==> src/rtl/regfile_wb_pkg.sv <==
// Shared definitions for the register-file writeback arbiter.
package regfile_wb_pkg;

  localparam int DATA_W_DEF = 32;
  localparam int ADDR_W_DEF = 5;

  // Identity of the requester that owns the write port in a given cycle.
  typedef enum logic [1:0] {
    REQ_NONE = 2'd0,
    REQ_MEM  = 2'd1,
    REQ_ALU  = 2'd2
  } req_id_e;

  // Hard-wired zero register: writes to it are consumed but dropped.
  localparam int unsigned X0 = 0;

endpackage

==> src/rtl/wb_starve_ctr.sv <==
// Saturating count of consecutive contested cycles the ALU has lost.
module wb_starve_ctr #(
  parameter int CNT_W = 2,
  parameter int LIMIT = 3
) (
  input  logic             Clk,
  input  logic             Rst,
  input  logic             inc,
  input  logic             clr,
  output logic [CNT_W-1:0] cnt,
  output logic             atLimit
);

  assign atLimit = (cnt == CNT_W'(LIMIT));

  // Clear wins over increment; increment stops at the limit.
  always_ff @(posedge Clk) begin
    if (!Rst) begin
      cnt <= '0;
    end else if (clr) begin
      cnt <= '0;
    end else if (inc && !atLimit) begin
      cnt <= cnt + CNT_W'(1);
    end
  end

endmodule

==> src/rtl/regfile_wb_arbiter.sv <==
// Arbitrates the single register-file write port between the ALU and load
// unit writeback paths and registers the winning write for one cycle.
module regfile_wb_arbiter
  import regfile_wb_pkg::*;
#(
  parameter int DATA_W       = DATA_W_DEF,
  parameter int ADDR_W       = ADDR_W_DEF,
  parameter int STARVE_LIMIT = 3
) (
  input  logic              Clk,
  input  logic              Rst,
  input  logic              aluValid,
  input  logic [ADDR_W-1:0] aluRd,
  input  logic [DATA_W-1:0] aluData,
  output logic              aluReady,
  input  logic              memValid,
  input  logic [ADDR_W-1:0] memRd,
  input  logic [DATA_W-1:0] memData,
  output logic              memReady,
  output logic              regWen,
  output logic [ADDR_W-1:0] writeReg,
  output logic [DATA_W-1:0] writeData,
  output logic [1:0]        starveCnt
);

  logic    aluX0, memX0, aluWr, memWr, contested;
  logic    atLimit, starveInc, starveClr;
  req_id_e grant;

  logic              wen_p1;
  logic [ADDR_W-1:0] rd_p1;
  logic [DATA_W-1:0] data_p1;

  // x0 requests never compete; only real writes contend for the port.
  assign aluX0     = aluValid && (aluRd == ADDR_W'(X0));
  assign memX0     = memValid && (memRd == ADDR_W'(X0));
  assign aluWr     = aluValid && !aluX0;
  assign memWr     = memValid && !memX0;
  assign contested = aluWr && memWr;

  // Fixed priority to the older load, overridden once the ALU has starved.
  always_comb begin
    aluReady = 1'b0;
    memReady = 1'b0;
    grant    = REQ_NONE;
    if (Rst) begin
      if (aluX0) aluReady = 1'b1;
      if (memX0) memReady = 1'b1;
      if (aluWr && (!memWr || atLimit)) begin
        aluReady = 1'b1;
        grant    = REQ_ALU;
      end else if (memWr) begin
        memReady = 1'b1;
        grant    = REQ_MEM;
      end
    end
  end

  assign starveInc = contested && (grant == REQ_MEM);
  assign starveClr = (grant == REQ_ALU);

  wb_starve_ctr #(
    .CNT_W (2),
    .LIMIT (STARVE_LIMIT)
  ) u_starve (
    .Clk     (Clk),
    .Rst     (Rst),
    .inc     (starveInc),
    .clr     (starveClr),
    .cnt     (starveCnt),
    .atLimit (atLimit)
  );

  // Stage p0 -> p1: register the granted write; index/data hold when idle.
  always_ff @(posedge Clk) begin
    if (!Rst) begin
      wen_p1  <= 1'b0;
      rd_p1   <= '0;
      data_p1 <= '0;
    end else begin
      wen_p1 <= (grant != REQ_NONE);
      if (grant == REQ_ALU) begin
        rd_p1   <= aluRd;
        data_p1 <= aluData;
      end else if (grant == REQ_MEM) begin
        rd_p1   <= memRd;
        data_p1 <= memData;
      end
    end
  end

  assign regWen    = wen_p1;
  assign writeReg  = rd_p1;
  assign writeData = data_p1;

endmodule
==> config.mk <==
export PLATFORM = sky130hd
export DESIGN_NAME = regfile_wb_arbiter
export DESIGN_NICKNAME = d
export VERILOG_FILES = /design/src/rtl/regfile_wb_pkg.sv /design/src/rtl/wb_starve_ctr.sv /design/src/rtl/regfile_wb_arbiter.sv
export SDC_FILE = /design/constraint.sdc
export NUM_CORES = 1
export LEC_CHECK = 0
export ABC_AREA = 1
export BUFFER_PORTS_ARGS = -buffer_cell sky130_fd_sc_hd__buf_4
export CORE_UTILIZATION = 43
export DETAILED_ROUTE_END_ITERATION = 6
export PLACE_DENSITY = 0.77
export SLEW_MARGIN = 10
export SYNTH_ARGS = -nofsm -noshare
export SYNTH_HDL_FRONTEND = slang
export SYNTH_SLANG_ARGS = --single-unit
export TNS_END_PERCENT = 20
==> constraint.sdc <==
create_clock -name Clk -period 2.85 [get_ports Clk]
set_input_delay 0.855 -clock Clk [delete_from_list [all_inputs] [get_ports Clk]]
set_output_delay 0.855 -clock Clk [all_outputs]
set_load 0.01 [all_outputs]
Word-level counts from Yosys, hierarchy flattened
Index checks and enable logic that the tools add are counted.
{"block": "totals", "ff_bits": 40, "output_inout_bits": 42, "input_bits": 78, "word_cells": 41}
{"block": "op_classes", "bitwise": 1, "reduce_logical": 18, "n_addsub": 1, "muxes": 14, "eq_ne": 3}
{"op": "$mux 32", "n": 2}
{"op": "$logic_not 5->1", "n": 2}
{"op": "$mux 5", "n": 2}
{"op": "$logic_and 1x1->1", "n": 8}
{"op": "$mux 1", "n": 8}
{"op": "$eq 2x2->1 const B", "n": 2}
{"op": "$logic_not 1->1", "n": 4}
{"op": "$mux 2", "n": 2}
{"op": "$reduce_bool 2->1", "n": 2}
{"op": "$add 2x1->2 const B", "n": 1}
{"op": "$eq 2x1->1 const B", "n": 1}
{"op": "$reduce_or 2->1", "n": 1}
{"op": "$logic_or 1x1->1", "n": 1}
{"op": "$not 1->1", "n": 1}

Longest topological paths before layout
{"block": "depth", "depth_word": 12, "mapped_depth": 13}

Modules after synthesis
A second synthesis with hierarchy kept.
{"block": "hier_totals", "hier_cells": 293, "area_unflattened_um2": 2053.2}
{"mod": "regfile_wb_arbiter", "seq_area_each_um2": 760.7, "area_each_um2": 1943.1, "cells_each": 276, "n_inst": 1}
{"mod": "wb_starve_ctr", "seq_area_each_um2": 40.0, "area_each_um2": 110.1, "cells_each": 17, "n_inst": 1}

Worst setup path after synthesis
No wires, ideal clock.
{"block": "synth_timing", "path_type": "input -> register", "start": "input port memRd[4]", "end": "register data_p1[11] (netlist: writeData[11])", "setup_slack_ps": 502, "t_arrival_ps": 2232, "stages": 12, "n_path_buf": 2, "path_cell_list": "nor2_1 nand3_2 nand3_2 nand2_1 nor2_1 inv_1 ha_1 buf_2 buf_2 nand3_1 o211ai_1 inv_1"}
{"block": "synth_between", "elab_chain_len": 11, "word_cells_on_any_way": 14}
{"item": "from (decl)", "line": "regfile_wb_arbiter.sv:17", "source": "input logic [ADDR_W-1:0] memRd,"}
{"item": "$logic_not 5->1 *", "line": "regfile_wb_arbiter.sv:36", "source": "assign memX0 = memValid && (memRd == ADDR_W'(X0));"}
{"item": "$logic_and 1x1->1 *", "line": "regfile_wb_arbiter.sv:36"}
{"item": "$logic_not 1->1 *", "line": "regfile_wb_arbiter.sv:38", "source": "assign memWr = memValid && !memX0;"}
{"item": "$logic_and 1x1->1 *", "line": "regfile_wb_arbiter.sv:38"}
{"item": "$logic_not 1->1", "line": "regfile_wb_arbiter.sv:49", "source": "if (aluWr && (!memWr || atLimit)) begin"}
{"item": "$logic_or 1x1->1", "line": "regfile_wb_arbiter.sv:49"}
{"item": "$logic_and 1x1->1", "line": "regfile_wb_arbiter.sv:49"}
{"item": "$mux 2 *", "line": "regfile_wb_arbiter.sv:49"}
{"item": "$mux 2 *", "line": "regfile_wb_arbiter.sv:46", "source": "if (Rst) begin"}
{"item": "$eq 2x2->1 / $eq 2x1->1 (equally long branches)", "line": "regfile_wb_arbiter.sv:82, regfile_wb_arbiter.sv:85"}
{"item": "$mux 32 / $reduce_bool 2->1 (equally long branches)"}
{"item": "to (signal assigned)", "line": "regfile_wb_arbiter.sv:84", "source": "data_p1 <= aluData;"}
{"item": "to (signal assigned)", "line": "regfile_wb_arbiter.sv:87", "source": "data_p1 <= memData;"}
{"item": "to (decl)", "line": "regfile_wb_arbiter.sv:32", "source": "logic [DATA_W-1:0] data_p1;"}
Mark *: on every way between the ends. The rest lies on a longest branch, timed or not.
A chain may end at the register's enable or synchronous reset.

Final worst setup path
{"block": "layout_timing", "start": "input port memRd[4]", "end": "output port aluReady"}
{"block": "layout_between", "elab_chain_len": 9}
{"item": "$logic_not 5->1", "line": "regfile_wb_arbiter.sv:36"}
{"item": "$logic_and 1x1->1", "line": "regfile_wb_arbiter.sv:36"}
{"item": "$logic_not 1->1", "line": "regfile_wb_arbiter.sv:38"}
{"item": "$logic_and 1x1->1", "line": "regfile_wb_arbiter.sv:38"}
{"item": "$logic_not 1->1", "line": "regfile_wb_arbiter.sv:49"}
{"item": "$logic_or 1x1->1", "line": "regfile_wb_arbiter.sv:49"}
{"item": "$logic_and 1x1->1", "line": "regfile_wb_arbiter.sv:49"}
{"item": "$mux 1", "line": "regfile_wb_arbiter.sv:49"}
{"item": "$mux 1", "line": "regfile_wb_arbiter.sv:46"}
{"item": "to (decl)", "line": "regfile_wb_arbiter.sv:15", "source": "output logic aluReady,"}
Every way passes these cells.

==> metrics.cfg <==
[yosys]
synth.mux.area_fraction=0
synth-simple-area-share=0.288
yosys_register_bits=40
syn_avg_cell_area_um2=7.02
synth_top_family_by_area=simple AND/OR/NAND/NOR gates
synth_warnings=0
ys_seq_area_frac=0.400
synth_top_area_cell=dfxtp_1
synth_fa_ha_area_frac=0.0250
synth_xor_area_frac=0
synth_top_area_share=0.400
syn_area_mm2=0.00200
syn-instance-count=285
synth.area.top_cells=dfxtp_1, nand2_1, o211ai_1
synth_compound_area_frac=0.145
yosysUniqueCellTypes=17
syn_nets=367

[cts]
cts_resized=0
ctsHoldBuffers=0
cts_tree=yes
cts_buffers=5
cts_max_path_buffers=2
postCtsSetupRepairBufs=0
htreeDepth=2
path_clk_slew_ns=0.07
cts_root_buf=clkbuf_8
cts_sinks=40
clk_latency_ns=0.29

[place]
place_congestion=0.820
portBuffers=119
dp_hpwl_um=3950

[power_and_ir_drop]
p_per_area_mw_per_mm2=494
clock_power_share=0.331
seqPwrFrac=0.423
internal_power_w=0.00112
static-leakage-power_nw=1.70
p_comb_frac=0.246
total_power_w=0.00151
swShare=0.258
peakVddDrop_uv=272
switchingPower_w=0.000391

[cells_and_area]
diodes=0
syn_to_final_growth_pct=53.2
final_common_cell=buf_4
final_core_util=0.694
finalNetCount=479
layout_common_cells=buf_4, nand2_1, inv_1, dfxtp_1, nand3_1
final_layout_size_suffix_gt1_frac=0.347

[sta]
slew_headroom=0.732
tns_ns=0
fin_crit_ns=2.56
finClkSkew_ns=0.00476
hold_viol=0
finalSetupViolations=0
finalCritPeriodShare=0.899
rsz0062_at_grt=false
fmax_mhz=390
tightest_slew_ns=0.402
drv_slew=0

[critical_path]
path_cells=buf_4 > nor2_1 > nand3_2 > nand3_2 > inv_1 > a21oi_1 > buf_4
critPathLaunchType=input port
worstPathBufferInverterCount=3
crit_type=input port to output port
worst-path-max-fanout=4
r2r-end=writeData[12]$_SDFFE_PN0P_
arrival_ns=1.71
cp_slowest_cell=a21oi_1
worstPathRequired_ns=2.00
r2r_slack_ns=0.86
r2r-start=u_starve.cnt[0]$_SDFFE_PP0P_
critPathTopFamily=simple AND/OR/NAND/NOR gates
reg2regPathDepth=12
worst_setup_path_end_kind=output port
cpPeakStageDelay_ns=0.16

[drt]
ant_nets=0
wl_per_cell_um=11.9
detail_route.first_pass.iterations=4
viasPerCell=4.94
drc=0
drt-initial-drc-count=66
vias=2221
wirelength_um=5340

[floorplan]
start_util=0.453
fp.dieW_um=70.2
core_mm2=0.00441
die_height_um=70.2
design.die.area_mm2=0.00493
ioPinCount=120
row_count=24

[grt]
grt_use_total=0.225
antenna_found_initial=0
grt_max_degree=41
grt_pass1_vias=1986
grt_pass1_wl_um=8830
grt-ovfl-total=0

[flow_run]
max_cap_viol_count=0

[worst_hold_path]
hp-class=flip-flop to flip-flop
holdPathStages=2
hold_path_end=writeData[16]$_SDFFE_PN0P_
hold_start=writeData[16]$_SDFFE_PN0P_

[status]
status=complete, no violations

-- metal layers --
| layer | up-vias | part of all wire | wire length, um | global-route usage |
|---|---|---|---|---|
| li1 | 1140 | - | - | - |
| met1 | 976 | 0.42 | 2250 | 0.275 |
| met2 | 96 | 0.48 | 2560 | 0.366 |
| met3 | 9 | 0.084 | 448 | 0.0779 |
| met4 | 0 | 0.015 | 80 | 0.0800 |
| met5 | - | 0 | 0 | 0 |
-- flip-flops by register name, indices dropped and copies added, names as in the netlist --
signal	flops
u_starve.cnt	2
regWen	1
writeReg	5
writeData	32
-- per-stage QoR --
stage | worst slack (ns) | cell area, um2 | hold WS (ns) | cells
finish | 0.287 | 3060 | 0.483 | 450
global route | 0.189 | 3060 | 0.504 | 450
CTS | 0.286 | 3060 | 0.488 | 450
detailed placement | 0.232 | 2940 | 0.464 | 442
global placement | 0.280 | 2940 | 0.462 | 442
floorplan | 0.502 | 2000 | 0.516 | 285
-- worst max-delay path by stage --
stage / startpoint / depth (start not counted) / slack, ns / to
final: memRd[4] / 7 / 0.29 / aluReady
after global routing: memRd[4] / 7 / 0.19 / aluReady
after CTS: memRd[4] / 7 / 0.29 / aluReady
after detailed placement: memRd[4] / 12 / 0.23 / writeData[27]$_SDFFE_PN0P_
after global placement: memRd[4] / 12 / 0.28 / writeData[8]$_SDFFE_PN0P_
after floorplan: memRd[4] / 12 / 0.50 / writeData[11]$_SDFFE_PN0P_
-- cells by family after synthesis --
group	count (synthesis)
adder cells (fa/ha/maj)	4
AND/OR/NAND/NOR	135
AO/OA/AOI/OAI	39
buffers and inverters	67
flip-flops	40
-- synth_stat cells (all sizes together) --
library cell,count
buf,18
nand4,1
nand3b,1
ha,4
dfxtp,40
inv,47
nor2,12
a21oi,1
o211ai,38
nand2,80
clkbuf,2
nand3,41
-- worst reg2reg max path: stages, from the launching register on --
cell and delay (ns):
dfxtp_1 0.34, ha_1 0.20, inv_1 0.06, nand3_2 0.11, nand2_1 0.10, nand4_1 0.14, ha_1 0.27, inv_2 0.22
buf_4 0.21, nand2_1 0.05, nand3_1 0.06, o211ai_1 0.08, inv_1 0.09
-- area by class of cell --
cell class,instances,area (um2)
Inverter,47,176
Clock buffer,7,96.3
Multi-Input combinational cell,178,920
Sequential cell,40,801
Tap cell,52,65.1
Timing Repair Buffer,125,976
Fill cell,390,1350
Clock inverter,1,30.0
-- power groups by stage --
stage | Clock [W] | Sequential [W] | Combinational, W
3_5_place_dp | 0 | 0.000652 | 0.000376
3_3_place_gp | 0 | 0.000652 | 0.000368
4_1_cts | 0.000516 | 0.000641 | 0.000377
2_1_floorplan | 0 | 0.000676 | 0.000147
5_1_grt | 0.000538 | 0.000648 | 0.000410
6_report | 0.000500 | 0.000640 | 0.000373
Note: power is estimated with default switching activity, not from simulation.
